**src/rtl/reg_bank.sv**
```systemverilog
// -----------------------------------------------------------------------------
// reg_bank
//
// Purpose:
//   Multi-entry register bank of soc_pkg::data_t words. Writes complete in a
//   single cycle. Reads use a valid/ready request/response handshake: an
//   accepted request is answered in the following cycle. The response is held
//   in a one-entry output stage until the consumer takes it.
//
// Ports:
//   clk           rising-edge clock
//   rst_n         synchronous active-low reset
//   wr_en         write strobe
//   wr_addr       write address (ADDR_W)
//   wr_data       write data (data_t)
//   wr_err        one-cycle pulse after a write to an address >= NUM_REGS
//   rd_req_valid  read request valid
//   rd_req_ready  read request ready (request accepted when valid && ready)
//   rd_addr       read address, sampled when the request is accepted
//   rd_rsp_valid  response valid
//   rd_rsp_ready  consumer ready for the response
//   rd_data       response data (data_t), zero for out-of-range reads
//   rd_err        response flag for out-of-range reads, qualified by rd_rsp_valid
//
// Optional feature (macro REG_BANK_STATS_EN):
//   wr_count      16-bit saturating count of in-range writes
//   rd_count      16-bit saturating count of response handshakes
// -----------------------------------------------------------------------------

package soc_pkg;
    localparam int DATA_WIDTH = 32;
    typedef logic [DATA_WIDTH-1:0] data_t;
endpackage

module reg_bank
    import soc_pkg::*;
#(
    parameter int    NUM_REGS  = 8,
    parameter int    ADDR_W    = (NUM_REGS > 1) ? $clog2(NUM_REGS) : 1,
    parameter data_t RESET_VAL = '0
) (
    input  logic              clk,
    input  logic              rst_n,

    input  logic              wr_en,
    input  logic [ADDR_W-1:0] wr_addr,
    input  data_t             wr_data,
    output logic              wr_err,

    input  logic              rd_req_valid,
    output logic              rd_req_ready,
    input  logic [ADDR_W-1:0] rd_addr,
    output logic              rd_rsp_valid,
    input  logic              rd_rsp_ready,
    output data_t             rd_data,
    output logic              rd_err
`ifdef REG_BANK_STATS_EN
    ,
    output logic [15:0]       wr_count,
    output logic [15:0]       rd_count
`endif
);

    typedef enum logic {
        IDLE,
        RESP
    } rsp_state_t;

    // One extra bit so NUM_REGS itself is representable when it is a power
    // of two (e.g. NUM_REGS=8 with ADDR_W=3).
    localparam logic [ADDR_W:0] NUM_REGS_W = (ADDR_W + 1)'(NUM_REGS);

    data_t      mem [NUM_REGS];
    rsp_state_t state;
    rsp_state_t state_next;

    logic  wr_in_range;
    logic  rd_in_range;
    logic  req_fire;
    logic  rsp_fire;
    logic  load_rsp;
    data_t rd_word;

    assign wr_in_range = ({1'b0, wr_addr} < NUM_REGS_W);
    assign rd_in_range = ({1'b0, rd_addr} < NUM_REGS_W);

    assign rd_rsp_valid = (state == RESP);
    assign rd_req_ready = !rd_rsp_valid || rd_rsp_ready;
    assign req_fire     = rd_req_valid && rd_req_ready;
    assign rsp_fire     = rd_rsp_valid && rd_rsp_ready;

    // Storage. Addresses in NUM_REGS..2^ADDR_W-1 never match any entry, so
    // out-of-range writes leave every entry untouched.
    always_ff @(posedge clk) begin
        for (int i = 0; i < NUM_REGS; i++) begin
            if (!rst_n) begin
                mem[i] <= RESET_VAL;
            end else if (wr_en && (wr_addr == ADDR_W'(i))) begin
                mem[i] <= wr_data;
            end
        end
    end

    always_ff @(posedge clk) begin
        if (!rst_n) begin
            wr_err <= 1'b0;
        end else begin
            wr_err <= wr_en && !wr_in_range;
        end
    end

    // Word presented to the output stage on accept. A same-edge write to the
    // same in-range address is forwarded so the response sees the new data.
    always_comb begin
        rd_word = '0;
        if (rd_in_range) begin
            if (wr_en && (wr_addr == rd_addr)) begin
                rd_word = wr_data;
            end else begin
                rd_word = mem[rd_addr];
            end
        end
    end

    always_ff @(posedge clk) begin
        if (!rst_n) begin
            state <= IDLE;
        end else begin
            state <= state_next;
        end
    end

    // In RESP the request side is only ready when the consumer is, so an
    // accept there always coincides with a response fire and the stage is
    // refilled back-to-back.
    always_comb begin
        state_next = state;
        load_rsp   = 1'b0;
        case (state)
            IDLE: begin
                if (req_fire) begin
                    state_next = RESP;
                    load_rsp   = 1'b1;
                end
            end
            RESP: begin
                if (req_fire) begin
                    state_next = RESP;
                    load_rsp   = 1'b1;
                end else if (rsp_fire) begin
                    state_next = IDLE;
                end
            end
            default: begin
                state_next = IDLE;
            end
        endcase
    end

    // Output hold stage: only reloaded on accept, so writes to the address
    // of a held response do not disturb it.
    always_ff @(posedge clk) begin
        if (!rst_n) begin
            rd_data <= '0;
            rd_err  <= 1'b0;
        end else if (load_rsp) begin
            rd_data <= rd_word;
            rd_err  <= !rd_in_range;
        end
    end

`ifdef REG_BANK_STATS_EN
    always_ff @(posedge clk) begin
        if (!rst_n) begin
            wr_count <= '0;
            rd_count <= '0;
        end else begin
            if (wr_en && wr_in_range && (wr_count != 16'hFFFF)) begin
                wr_count <= wr_count + 16'd1;
            end
            if (rsp_fire && (rd_count != 16'hFFFF)) begin
                rd_count <= rd_count + 16'd1;
            end
        end
    end
`endif

    // A stalled response must not change until it is consumed.
    property p_hold_stable;
        @(posedge clk) disable iff (!rst_n)
            (rd_rsp_valid && !rd_rsp_ready) |=>
                (rd_rsp_valid && $stable(rd_data) && $stable(rd_err));
    endproperty
    a_hold_stable: assert property (p_hold_stable);

    // Error responses always carry zero data.
    property p_err_zero;
        @(posedge clk) disable iff (!rst_n)
            (rd_rsp_valid && rd_err) |-> (rd_data == '0);
    endproperty
    a_err_zero: assert property (p_err_zero);

endmodule

```
**config.mk**
```make
export PLATFORM = sky130hd
export DESIGN_NAME = reg_bank
export DESIGN_NICKNAME = d
export VERILOG_FILES = /design/src/rtl/reg_bank.sv
export SDC_FILE = /design/constraint.sdc
export NUM_CORES = 1
export LEC_CHECK = 0
export CAP_MARGIN = 0
export CORE_UTILIZATION = 59
export DETAILED_ROUTE_END_ITERATION = 16
export MAX_ROUTING_LAYER = met4
export PLACE_DENSITY_LB_ADDON = 0.15
export SYNTH_ARGS = -nofsm -noshare
export SYNTH_HDL_FRONTEND = slang
export SYNTH_SLANG_ARGS = --single-unit
```
**constraint.sdc**
```tcl
create_clock -name clk -period 4.4 [get_ports clk]
set_input_delay 0.66 -clock clk [delete_from_list [all_inputs] [get_ports clk]]
set_output_delay 0.66 -clock clk [all_outputs]
set_load 0.01 [all_outputs]
```
==> results.yml, run 1 <==
run_status:
  status: "finished clean"
clock_network:
  clk_pin_slew_ns: 0.06
  post-cts-setup-buffers: 0
  cts_resized: 0
  cts_tree: "yes"
  clk_latency_ns: 0.55
  clockRootBuffer: "clkbuf_16"
  cts_made_buffers: 30
  htreeDepth: 1
  cts-hold-fix-buffers: 0
  clockBufferDepth: 3
  clock_sinks: 289
global_routing:
  grt_max_degree: 58
  grt_first_pass_wirelength_mm: 46.8
  grt_pass1_vias: 8103
  antenna_found_initial: 0
  grt_use_total_pct: 29.0
  grt-ovfl-total: 0
worst_setup_path:
  crit_chain: "clkdlybuf4s50_1 -> xnor2_1 -> and4_4 -> nor2b_1 -> a31o_1"
  crit_buf_inv: 1
  r2r-end: "rd_data[3]"
  cpPeakStageDelay_ns: 0.86
  ff2ff_path_depth: 5
  startpoint_type: "input port"
  path_max_fanout: 34
  worstPathArrival_ns: 3.08
  crit_family: "simple AND/OR/NAND/NOR gates"
  regToRegSetupSlack_ns: 2.57
  criticalPathCategory: "input port to flip-flop"
  cpMaxStageDelayCell: "nor2b_1"
  worst_setup_path_end_kind: "flip-flop"
  reg2reg_from: "rd_rsp_valid"
  cp.required_ns: 4.89
placement:
  place_congestion: 0.833
  port-buffer-count: 76
  hpwl_mm: 17.7
  dpl_cell_area_um2: 13900
  post-place-ws_ns: 1.32
synthesis:
  mappedNetlistArea_um2: 12900
  syn_area_per_cell_um2: 14.4
  async_flop_share_pct: 0
  synthFlopType: "edfxtp_1"
  synth.top_cell.area_share_pct: 59.8
  ys_seq_area_share_pct: 64.9
  synth_cells: 892
  synth_top_area_cell: "edfxtp_1"
  ys_types: 43
  ys_ff_latch: 289
  synth_area_leaders: "edfxtp_1 (60%), and2_1 (12%), mux4_2 (5.6%), dfxtp_1 (5.1%), mux2i_1 (1.9%)"
  yosys_warnings: 0
  synth_edf_count: 256
finish:
  final_cell_mix: "and2_1 (256), edfxtp_1 (256), clkdlybuf4s50_1 (73), dfxtp_1 (33), mux4_2 (32)"
  fillers: 1429
  final_layout_size_suffix_gt1_share_pct: 15.3
  final_area_um2: 14900
  area_growth_pct: 15.6
  layout.nets: 996
  n_antenna_cell: 0
hold_path:
  min_delay_path_depth: 2
  hold_end: "rd_data[7]"
  hold_class: "flip-flop to flip-flop"
  min_from: "rd_data[7]"
sta:
  tns_ns: 0
  hold_violations: 0
  max_freq_ghz: 0.385
  worst_pin_slew_ns: 1.04
  holdWs_ns: 0.477
  slew_headroom_pct: 30.6
  skew_ns: 0.00786
  period_share_pct: 59.0
  finalWorstSetupSlack_ns: 1.80
  drv_slew: 0
  setup_viol: 0
  fin_crit_ns: 2.60
  rsz0062_at_grt: "no"
floorplan:
  die_height_um: 150
  start_util_pct: 60.6
  fp-row-count: 53
  die_x_um: 150
  dieArea_um2: 22400
  core-area_um2: 21200
  pin_count: 79
routing:
  dr.pass1.iters: 5
  viasPerCell: 6.31
  wl_mm: 30.0
  drt-initial-drc-count: 694
  vias: 7886
  drcViolationCount: 0
  ant_nets: 0
  wire_per_inst_um: 24.0
power_and_ir_drop:
  p_total_w: 0.00628
  p_per_area_nw_per_um2: 422
  ir_drop_mv: 0.362
  p_leak_nw: 5.19
flow_run:
  maxCapViolCount: 0
[synth_stat cells, types with 4 or more instances]
cell / count
a211oi_1: 4
a21oi_1: 8
a31o_1: 12
a32o_1: 12
a32oi_1: 20
and2_1: 256
buf_2: 21
buf_4: 7
buf_6: 6
clkbuf_1: 38
dfxtp_1: 33
edfxtp_1: 256
mux2_2: 21
mux2i_1: 25
mux4_2: 32
nand2_1: 17
nand2b_1: 9
nor2_1: 6
nor3_1: 6
nor3b_1: 4
o21ai_0: 17
o21ai_1: 16
o221ai_1: 12
o22ai_1: 23
o31ai_1: 6
o32ai_1: 4
[tightest hold or removal path, cell delays in order (launching register included)]
cell and delay [ns]:
dfxtp_1 0.33, a32oi_1 0.06, o21ai_1 0.06
[power by group]
part / total [W] / switching (W) / internal (W)
registers: 0.00324 / 0.0000654 / 0.00317
logic: 0.000553 / 0.000313 / 0.000239
clock network: 0.00248 / 0.00101 / 0.00147
[per-layer routing]
layer  routed length [um]  track usage [%]  vias up
li1                     -                -     3467
met1                11700             38.0     4000
met2                15400             48.2      360
met3                 2320             3.48       59
met4                  613             7.93        0
met5                    0                -        -
[registers in the layout, summed over array words and instances, names as in the netlist]
register / cells
mem: 256
rd_rsp_valid: 1
rd_data: 32
[final cells by class]
| class | instances | area, um2 | area share, % |
|---|---|---|---|
| clock buffer | 37 | 808 | 5.43 |
| clock inverter | 17 | 161 | 1.09 |
| inverter | 1 | 3.75 | 0.0252 |
| multi-input combinational | 530 | 4270 | 28.7 |
| sequential | 289 | 8350 | 56.1 |
| tap | 275 | 344 | 2.31 |
| timing repair buffer | 101 | 938 | 6.31 |
[cells by family (layout without fill, tap and decap cells)]
logic type / count (synthesis) / count (layout) / share of synthesized area, %
AOI/OAI and AO/OA: 137 / 137 / 7.68
buffers and inverters: 74 / 156 / 2.92
xor gates and xnor gates: 3 / 3 / 0.204
muxes: 80 / 80 / 9.56
other: 1 / 2 / 0.0292
and+or+nand+nor: 308 / 308 / 14.7
DFF: 289 / 289 / 64.9
[how the worst max path moves through the flow]
stage                     from     endpoint  slack, ns  depth (start not counted)
finish              wr_addr[0]   rd_data[9]       1.80                          5
detailed placement  wr_addr[0]  rd_data[30]       1.32                          5
global placement    wr_addr[0]  rd_data[30]       1.40                          5
floorplan           wr_addr[1]    mem[1][0]       0.65                          3
global route        wr_addr[1]  rd_data[27]       1.78                          5
CTS                 wr_addr[0]   rd_data[9]       1.89                          5
[through the flow]
| stage | std cells | utilization [%] |
|---|---|---|
| detailed placement | 1196 | 65.5 |
| global placement | 1196 | 65.5 |
| finish | 1250 | 70.1 |
| floorplan | 893 | - |
| global route | 1250 | 70.1 |
| CTS | 1250 | 70.1 |
No activity file was read; power rests on OpenSTA's default activity.
==> inputs of run 2 (changes only) <==
Clock period 4.4 ns to 2.6 ns, I/O delays scaled along.
==> results.yml, run 2 (same netlist as run 1, synthesis figures left out) <==
power_and_ir_drop:
  p_per_area_nw_per_um2: 714
  p_leak_nw: 5.32
  ir_drop_mv: 0.612
placement:
  place_congestion: 0.864
  post-place-ws_ns: -0.108
  hpwl_mm: 17.6
  port-buffer-count: 76
finish:
  n_antenna_cell: 0
  final_layout_size_suffix_gt1_share_pct: 16.6
  final_cell_mix: "and2_1 (256), edfxtp_1 (256), clkdlybuf4s50_1 (73), buf_4 (36), dfxtp_1 (33)"
  largest_reg_flops: 256
  regMostFlops: "mem"
  fillers: 1400
  layout.nets: 1013
  area_growth_pct: 17.7
worst_setup_path:
  cp.required_ns: 3.01
  criticalPathCategory: "input port to flip-flop"
  startpoint_type: "input port"
  ff2ff_path_depth: 6
  endpoint: "mem[1][5]"
  crit_path_start: "wr_addr[2]"
  reg2reg_from: "rd_rsp_valid"
  crit_chain: "clkdlybuf4s50_1 -> nand3b_1 -> nor2_2 -> buf_12 -> and2_1"
  worst_setup_path_end_kind: "flip-flop"
  worstPathArrival_ns: 2.36
  path_max_fanout: 17
  r2r-end: "rd_data[19]"
  cpPeakStageDelay_ns: 0.72
  cpMaxStageDelayCell: "nor2_2"
  regToRegSetupSlack_ns: 0.96
sta:
  hold_violations: 0
  skew_ns: 0.00867
  rsz0062_at_grt: "no"
  fin_crit_ns: 1.95
  period_share_pct: 75.2
  drv_slew: 0
  worst_pin_slew_ns: 0.986
  tns_ns: 0
  setup_viol: 0
  slew_headroom_pct: 34.2
  finalWorstSetupSlack_ns: 0.645
  max_freq_ghz: 0.512
clock_network:
  clock_sinks: 289
  clk_latency_ns: 0.54
  clk_pin_slew_ns: 0.06
  post-cts-setup-buffers: 0
  clockBufferDepth: 3
  cts_tree: "yes"
  clockRootBuffer: "clkbuf_16"
  cts-hold-fix-buffers: 0
  cts_resized: 0
  cts_made_buffers: 30
  htreeDepth: 1
global_routing:
  antenna_found_initial: 0
  grt_first_pass_wirelength_mm: 47.2
  grt_pass1_vias: 8218
  grt_use_total_pct: 29.2
  grt_max_degree: 37
  grt-ovfl-total: 0
hold_path:
  hold_class: "input port to flip-flop"
run_status:
  status: "finished clean"
routing:
  drt-initial-drc-count: 594
  vias: 7887
  ant_nets: 0
  dr.pass1.iters: 5
  drcViolationCount: 0
  wire_per_inst_um: 24.1
  viasPerCell: 6.22
  wl_mm: 30.6
floorplan:
  fp-row-count: 53
  core-area_um2: 21200
  die_x_um: 150
  pin_count: 79
  dieArea_um2: 22400
  die_height_um: 150
  start_util_pct: 60.6
flow_run:
  maxCapViolCount: 0
[run 2: cell count changes in the layout (fill, tap and decap cells not counted), moves of 2 or more]
cell / previous run / this run
clkbuf_1: 5 / 7
clkinv_2: 11 / 8
buf_12: 0 / 8
buf_4: 27 / 36
[run 2: worst min-delay path by stage]
stage           startpoint     endpoint  cells past startpoint
5_1_grt         rd_addr[0]  rd_data[10]                      3
4_1_cts         rd_addr[0]  rd_data[27]                      3
2_1_floorplan  rd_data[12]  rd_data[12]                      2
3_5_place_dp   rd_data[13]  rd_data[13]                      2
3_3_place_gp    rd_data[7]   rd_data[7]                      2
6_report        rd_addr[0]  rd_data[10]                      3
[run 2: area by class of cell]
type | instances | area (um2) | area share [%]
Clock buffer | 40 | 830 | 5.48
Multi-Input combinational cell | 530 | 4270 | 28.2
Clock inverter | 16 | 179 | 1.18
Inverter | 1 | 3.75 | 0.0248
Sequential cell | 289 | 8350 | 55.1
Timing Repair Buffer | 118 | 1170 | 7.70
Tap cell | 275 | 344 | 2.27
[run 2: through the flow]
step	instance area, um2	utilization [%]	instances	hold WS (ns)	total power, W
2_1_floorplan	12900	-	893	0.505	0.00608
3_3_place_gp	14100	66.6	1213	0.452	0.00650
3_5_place_dp	14100	66.6	1213	0.464	0.00655
4_1_cts	15100	71.3	1269	0.446	0.0109
5_1_grt	15100	71.3	1269	0.478	0.0111
6_report	15100	71.3	1269	0.476	0.0108
[run 2: power by group]
part | switching, W | total [W] | internal [W] | leakage (nW)
sequential | 0.000104 | 0.00547 | 0.00537 | 2.75
combinational | 0.000547 | 0.000985 | 0.000438 | 2.07
clock | 0.00173 | 0.00435 | 0.00263 | 0.497
[run 2: critical path, delay by kind of cell]
kind,cells,cell delay [ns]
AND/OR/NAND/NOR,3,1.22
buffers and inverters,2,0.74
[run 2: routing by layer]
| layer | vias to the layer above | GRT usage (%) | part of all wire [%] |
|---|---|---|---|
| li1 | 3509 | - | - |
| met1 | 3992 | 36.6 | 40 |
| met2 | 318 | 49.7 | 51 |
| met3 | 68 | 3.90 | 6.1 |
| met4 | 0 | 8.59 | 2.9 |
| met5 | - | - | 0 |
